[config.mk]
export PLATFORM = sky130hd
export DESIGN_NAME = banco_registradores_param_flat
export DESIGN_NICKNAME = d
export VERILOG_FILES = /design/src/rtl/banco_registradores_param_pkg.sv /design/src/rtl/banco_registradores_param_if.sv /design/src/rtl/banco_registradores_param_placar_pendencias.sv /design/src/rtl/banco_registradores_param.sv /design/src/flat_wrapper.sv
export SDC_FILE = /design/constraint.sdc
export NUM_CORES = 1
export LEC_CHECK = 0
export CELL_PAD_IN_SITES_DETAIL_PLACEMENT = 1
export CELL_PAD_IN_SITES_GLOBAL_PLACEMENT = 2
export CORE_AREA = 5 5 173 134
export DETAILED_ROUTE_END_ITERATION = 8
export DIE_AREA = 0 0 178 139
export PLACE_DENSITY_LB_ADDON = 0.08
export SLEW_MARGIN = 15
export SYNTH_ARGS = -nofsm -noshare
export SYNTH_HDL_FRONTEND = slang
export SYNTH_SLANG_ARGS = --single-unit
[constraint.sdc]
create_clock -name Clock -period 2.7 [get_ports Clock]
set_input_delay 0.405 -clock Clock [delete_from_list [all_inputs] [get_ports Clock]]
set_output_delay 0.405 -clock Clock [all_outputs]
set_load 0.1 [all_outputs]
[src/rtl/banco_registradores_param_pkg.sv]
// Shared defaults and helpers for the parametrised register file.
package banco_registradores_param_pkg;

  localparam int DATA_W_PADRAO = 8;
  localparam int ADDR_W_PADRAO = 3;

  // Base bit of port 'porta' inside a flat vector of 'largura'-bit fields.
  function automatic int baseFatia(input int porta, input int largura);
    return porta * largura;
  endfunction

endpackage

[src/rtl/banco_registradores_param_if.sv]
// Register-file bus: read ports, write port, reservation port and status.
interface banco_registradores_param_if
  import banco_registradores_param_pkg::*;
  #(
    parameter int DATA_W = DATA_W_PADRAO,
    parameter int ADDR_W = ADDR_W_PADRAO,
    parameter int N_READ = 2
  );

  logic [N_READ*ADDR_W-1:0] RegLido;
  logic [N_READ*DATA_W-1:0] Dado;
  logic [N_READ-1:0]        Pendente;
  logic                     RegWrite;
  logic [ADDR_W-1:0]        RegEscr;
  logic [DATA_W-1:0]        DadoEscr;
  logic                     Reserve;
  logic [ADDR_W-1:0]        RegReserv;
  logic                     ReserveErr;
  logic [ADDR_W:0]          NumPendentes;

  modport master (
    output RegLido, RegWrite, RegEscr, DadoEscr, Reserve, RegReserv,
    input  Dado, Pendente, ReserveErr, NumPendentes
  );

  modport slave (
    input  RegLido, RegWrite, RegEscr, DadoEscr, Reserve, RegReserv,
    output Dado, Pendente, ReserveErr, NumPendentes
  );

endinterface

[src/rtl/banco_registradores_param_placar_pendencias.sv]
// Pending scoreboard: one bit per register, set by reservations and
// cleared by writes. A write and a reservation to the same register on the
// same edge leave it pending (producer hand-off), without an error.
module placar_pendencias #(
  parameter int ADDR_W   = 3,
  parameter int ZERO_REG = 0
) (
  input  logic                     Clock,
  input  logic                     Reset_n,
  input  logic                     set,
  input  logic [ADDR_W-1:0]        setAddr,
  input  logic                     clear,
  input  logic [ADDR_W-1:0]        clearAddr,
  output logic [(1<<ADDR_W)-1:0]   pendente,
  output logic [(1<<ADDR_W)-1:0]   pendenteProx,
  output logic                     ReserveErr,
  output logic [ADDR_W:0]          NumPendentes
);

  localparam int DEPTH = 1 << ADDR_W;
  localparam bit ZR    = (ZERO_REG != 0);

  logic           setEf;
  logic           clrEf;
  logic           erroProx;
  logic [ADDR_W:0] contaProx;

  // Post-edge pending vector, refusal flag and population count.
  always_comb begin
    setEf        = set && !(ZR && setAddr == '0);
    clrEf        = clear && !(ZR && clearAddr == '0);
    erroProx     = setEf && pendente[setAddr] && !(clrEf && clearAddr == setAddr);
    pendenteProx = pendente;
    if (clrEf) pendenteProx[clearAddr] = 1'b0;
    if (setEf) pendenteProx[setAddr] = 1'b1;
    contaProx = '0;
    for (int i = 0; i < DEPTH; i++) begin
      contaProx = contaProx + (ADDR_W+1)'(pendenteProx[i]);
    end
  end

  // Scoreboard state and registered status outputs.
  always_ff @(posedge Clock or negedge Reset_n) begin
    if (!Reset_n) begin
      pendente     <= '0;
      ReserveErr   <= 1'b0;
      NumPendentes <= '0;
    end else begin
      pendente     <= pendenteProx;
      ReserveErr   <= erroProx;
      NumPendentes <= contaProx;
    end
  end

endmodule

[src/rtl/banco_registradores_param.sv]
// Parametrised register file: registered multi-port reads with optional
// write-to-read bypass, optional hardwired zero register, and a pending
// scoreboard for multi-cycle producers.
module banco_registradores_param
  import banco_registradores_param_pkg::*;
  #(
    parameter int DATA_W   = DATA_W_PADRAO,
    parameter int ADDR_W   = ADDR_W_PADRAO,
    parameter int N_READ   = 2,
    parameter int ZERO_REG = 0,
    parameter int BYPASS   = 1
  ) (
    input  logic                        Clock,
    input  logic                        Reset_n,
    banco_registradores_param_if.slave  bus
  );

  localparam int DEPTH = 1 << ADDR_W;
  localparam bit ZR    = (ZERO_REG != 0);
  localparam bit BYP   = (BYPASS != 0);

  logic [DATA_W-1:0] banco [DEPTH];
  logic [DEPTH-1:0]  pendente;
  logic [DEPTH-1:0]  pendenteProx;
  logic              escrEf;
  logic [ADDR_W-1:0] enderLido [N_READ];
  logic [DATA_W-1:0] dadoQ [N_READ];
  logic [N_READ-1:0] pendQ;

  assign escrEf = bus.RegWrite && !(ZR && bus.RegEscr == '0);

  placar_pendencias #(
    .ADDR_W   (ADDR_W),
    .ZERO_REG (ZERO_REG)
  ) uPlacar (
    .Clock        (Clock),
    .Reset_n      (Reset_n),
    .set          (bus.Reserve),
    .setAddr      (bus.RegReserv),
    .clear        (bus.RegWrite),
    .clearAddr    (bus.RegEscr),
    .pendente     (pendente),
    .pendenteProx (pendenteProx),
    .ReserveErr   (bus.ReserveErr),
    .NumPendentes (bus.NumPendentes)
  );

  // Unpack read addresses and pack read data onto the flat bus vectors.
  always_comb begin
    bus.Dado = '0;
    for (int p = 0; p < N_READ; p++) begin
      enderLido[p] = bus.RegLido[baseFatia(p, ADDR_W) +: ADDR_W];
      bus.Dado[baseFatia(p, DATA_W) +: DATA_W] = dadoQ[p];
    end
  end

  assign bus.Pendente = pendQ;

  // Storage array write port.
  always_ff @(posedge Clock or negedge Reset_n) begin
    if (!Reset_n) begin
      for (int i = 0; i < DEPTH; i++) banco[i] <= '0;
    end else if (escrEf) begin
      banco[bus.RegEscr] <= bus.DadoEscr;
    end
  end

  // Registered read ports; with bypass they see the post-edge data and pending state.
  always_ff @(posedge Clock or negedge Reset_n) begin
    if (!Reset_n) begin
      for (int p = 0; p < N_READ; p++) dadoQ[p] <= '0;
      pendQ <= '0;
    end else begin
      for (int p = 0; p < N_READ; p++) begin
        if (ZR && enderLido[p] == '0) begin
          dadoQ[p] <= '0;
          pendQ[p] <= 1'b0;
        end else if (BYP) begin
          dadoQ[p] <= (escrEf && bus.RegEscr == enderLido[p]) ? bus.DadoEscr
                                                               : banco[enderLido[p]];
          pendQ[p] <= pendenteProx[enderLido[p]];
        end else begin
          dadoQ[p] <= banco[enderLido[p]];
          pendQ[p] <= pendente[enderLido[p]];
        end
      end
    end
  end

endmodule

[src/flat_wrapper.sv]
// flat-port wrapper written by rule: the top's interface ports become plain ports
module banco_registradores_param_flat import banco_registradores_param_pkg::*;
#(
    parameter int DATA_W   = DATA_W_PADRAO,
    parameter int ADDR_W   = ADDR_W_PADRAO,
    parameter int N_READ   = 2,
    parameter int ZERO_REG = 0,
    parameter int BYPASS   = 1
  )
  (Clock, Reset_n, bus_RegLido, bus_RegWrite, bus_RegEscr, bus_DadoEscr, bus_Reserve, bus_RegReserv, bus_Dado, bus_Pendente, bus_ReserveErr, bus_NumPendentes);
  banco_registradores_param_if #(.DATA_W(DATA_W), .ADDR_W(ADDR_W), .N_READ(N_READ)) bus_i ();
  input  logic Clock;
  input  logic Reset_n;
  input wire logic [$bits(bus_i.RegLido)-1:0] bus_RegLido;
  input wire logic [$bits(bus_i.RegWrite)-1:0] bus_RegWrite;
  input wire logic [$bits(bus_i.RegEscr)-1:0] bus_RegEscr;
  input wire logic [$bits(bus_i.DadoEscr)-1:0] bus_DadoEscr;
  input wire logic [$bits(bus_i.Reserve)-1:0] bus_Reserve;
  input wire logic [$bits(bus_i.RegReserv)-1:0] bus_RegReserv;
  output wire logic [$bits(bus_i.Dado)-1:0] bus_Dado;
  output wire logic [$bits(bus_i.Pendente)-1:0] bus_Pendente;
  output wire logic [$bits(bus_i.ReserveErr)-1:0] bus_ReserveErr;
  output wire logic [$bits(bus_i.NumPendentes)-1:0] bus_NumPendentes;
  assign bus_i.RegLido = bus_RegLido;
  assign bus_i.RegWrite = bus_RegWrite;
  assign bus_i.RegEscr = bus_RegEscr;
  assign bus_i.DadoEscr = bus_DadoEscr;
  assign bus_i.Reserve = bus_Reserve;
  assign bus_i.RegReserv = bus_RegReserv;
  assign bus_Dado = bus_i.Dado;
  assign bus_Pendente = bus_i.Pendente;
  assign bus_ReserveErr = bus_i.ReserveErr;
  assign bus_NumPendentes = bus_i.NumPendentes;
  banco_registradores_param #(.DATA_W(DATA_W), .ADDR_W(ADDR_W), .N_READ(N_READ), .ZERO_REG(ZERO_REG), .BYPASS(BYPASS)) u_core (.Clock(Clock), .Reset_n(Reset_n), .bus(bus_i));
endmodule
==> metrics.txt <==
net switching power 2250 uW; CP Launch Type input port; top-count cell post-synth dfrtp_1; syn nets between 400 and 500; P per Cell Area between 800 and 900 nW/um^2; CTS Buffer Depth 2; core area 21500 um^2; Inst Count DP approximately 740; Tot Pwr 5660 uW; Post-DP Area 6230 um^2; Post-Synthesis Cells around 380; Setup Viol. Count Final 3; Buffers on Ports 46; Clock Power Share a little under a quarter; Clock Pin Slew Worst Setup and Hold Paths 0.07 ns; final hold vios 0; Lkg Pwr 0.00282 uW; flops & latches, synth 95; Ys Warns 0; Syn Area/Cell 13.7 um^2; post-route design area 6650 um^2; gpl congestion ~0.73; gr ovfl total 0; vias after detailed routing 3494; FILL cells 2295; critical path peak fanout 3; Layout area overhead 27.2%; first-pass GRT wire length 25200 um; f_max 314 MHz; Post-synth EDFFs 0; Slew HR between 50 and 60%; Net Sw Frac 39.7%; drt pass-1 iters 4; r2r startpoint u_core.uPlacar.pendente[0]$_DFF_PN0_; synth cell count leaders dfrtp_1 (95), mux2_2 (64), mux4_2 (34); Nets 497; Yosys cell types 52; RSZ-0062 raised after global routing true; Syn Std Cell Area approximately 5200 um^2; Synth Flop Type dfrtp_1; Pint approximately 3400 uW; Worst R2R Setup Slack -0.31 ns; Vias per Instance 4.57; post-DP HPWL 11100 um; max-cap violations 0; RR Endpoint u_core.uPlacar.NumPendentes[1]$_DFF_PN0_; row count 47; status finished with violations; Yosys top cell by area dfrtp_1; Hold Crit Class in2async; Setup WS post-layout -0.485 ns; worst reg2reg path depth 10; Worst Skew 0.00471 ns; CP required ~3 ns; top post-synthesis cells by area dfrtp_1 (45%), mux4_2 (15%), mux2_2 (14%); Top Ports 47; share of cells above drive strength 1 46.9%; fin crit period 3.18 ns; Final ANT Viol Nets 0; Hold WS 0.0865 ns; die extent in y between 100 and 150 um; CTS root buffer clkbuf_16; Comb pwr share 42.3%; drt total wl about 16000 um; # DRC 0; Max IR drop VDD 0.289 mV; sequential share of power between 30% and 40%; slew of the pin with the lowest slew margin approximately 0.75 ns; DRT iter0 DRCs between 150 and 200; clock latency on the worst-skew pair 0.35 ns; Pins Over Slew Limit 0; TNS Setup -1.32 ns; antenna violations before repair 0; Post-CTS Hold Buffers 0; Finished Layout Cells 765; vias in the first global route 3928; Initial Util between 20 and 25%; CTS tree done; CTS H-tree lvls 3; antenna diode count 0; Tcrit/Tclk final 118%; CP Class in2reg; global-route usage over all layers 13.7%; Worst setup EP type register; clock sink total 95; largest net degree at the start of global routing 51; failing checks negative setup slack; DIE AREA 24700 um^2; Async S/R FF share, synth 100%; Arr. time, crit path 3.43 ns; drt wl/cell 21.3 um; CTS Buf Count 9; register area share after synthesis 45.5%; Synth top area share 45.5%; die width 178 um
## layout by cell type, fill, tap and decap left out, types with 9 or more instances in the layout
cell type / instances
a21oi_1: 17
buf_4: 77
clkbuf_16: 9
clkdlybuf4s50_1: 14
dfrtp_1: 95
inv_1: 17
mux2_2: 64
mux2i_1: 18
mux4_2: 34
nor2_1: 17
xnor2_1: 11
## worst max-delay path: stages
cell and delay (ns):
buf_8 0.10, buf_6 0.11, nor4b_4 0.38, o32a_4 0.25
fa_2 0.45, fa_1 0.52, fa_1 0.43, inv_2 0.08
ha_4 0.13, inv_2 0.04, fa_2 0.51, inv_1 0.04
## flip-flops by register name (all words and copies together), names as in the netlist
signal	count
u_core.bus.Pendente	2
u_core.bus.Dado	16
u_core.uPlacar.ReserveErr	1
u_core.uPlacar.NumPendentes	4
u_core.uPlacar.pendente	8
u_core.banco	64
## how the worst max path moves through the flow
stage / slack [ns] / startpoint / to / cells past startpoint
2_1_floorplan: -0.74 / bus_RegEscr[0] / u_core.uPlacar.NumPendentes[2]$_DFF_PN0_ / 11
3_3_place_gp: -1.22 / bus_RegEscr[2] / u_core.uPlacar.NumPendentes[1]$_DFF_PN0_ / 12
3_5_place_dp: -1.31 / bus_RegEscr[2] / u_core.uPlacar.NumPendentes[2]$_DFF_PN0_ / 12
4_1_cts: -0.59 / bus_RegEscr[2] / u_core.uPlacar.NumPendentes[1]$_DFF_PN0_ / 12
5_1_grt: -0.54 / bus_RegEscr[0] / u_core.uPlacar.NumPendentes[1]$_DFF_PN0_ / 12
6_report: -0.48 / bus_RegEscr[0] / u_core.uPlacar.NumPendentes[1]$_DFF_PN0_ / 12
## layout make-up
class                           count  area [um^2]  area share [%]
Tap cell                          294          368            5.53
Multi-Input combinational cell    232         2610            39.2
Clock buffer                       12          267            4.01
Sequential cell                    95         2380            35.7
Timing Repair Buffer              109          938            14.1
Clock inverter                      4         26.3           0.395
Inverter                           19         71.3            1.07
## per-stage QoR
stage	worst slack (ns)	utilization [%]
finish	-0.485	31.0
global route	-0.544	31.0
CTS	-0.587	30.9
detailed placement	-1.31	29.0
global placement	-1.22	29.0
floorplan	-0.739	-
## repair_timing
| action | in CTS | in global routing |
|---|---|---|
| setup buffers | 9 | 3 |
| endpoints found under the setup margin | 4 | 4 |
| resized for setup | 36 | 9 |
| cloned | 0 | 0 |
| pin swaps | 7 | 6 |
## logic make-up after synthesis
family / count (synthesis) / synth area share (%)
buffers and inverters: 56 / 5.53
adder cells (fa/ha/maj): 7 / 2.25
multiplexers: 116 / 31.9
XOR/XNOR: 11 / 1.84
flip-flops: 95 / 45.5
AO/OA/AOI/OAI: 37 / 4.88
AND/OR/NAND/NOR: 61 / 8.16
## power groups by stage
| stage | logic, uW | registers, uW | clock network [uW] |
|---|---|---|---|
| after floorplan | 870 | 2750 | 0 |
| final | 2390 | 1970 | 1290 |
| after global placement | 2260 | 1990 | 0 |
| after CTS | 2430 | 1980 | 1360 |
| after global routing | 2560 | 2020 | 1390 |
| after detailed placement | 2280 | 2010 | 0 |
## routing by layer
layer	global-route usage (%)	routed length, um
met4	2.56	130
met2	21.0	7440
met5	0	0
met3	2.64	532
met1	20.4	8210
No activity file was read; power rests on OpenSTA's default activity.
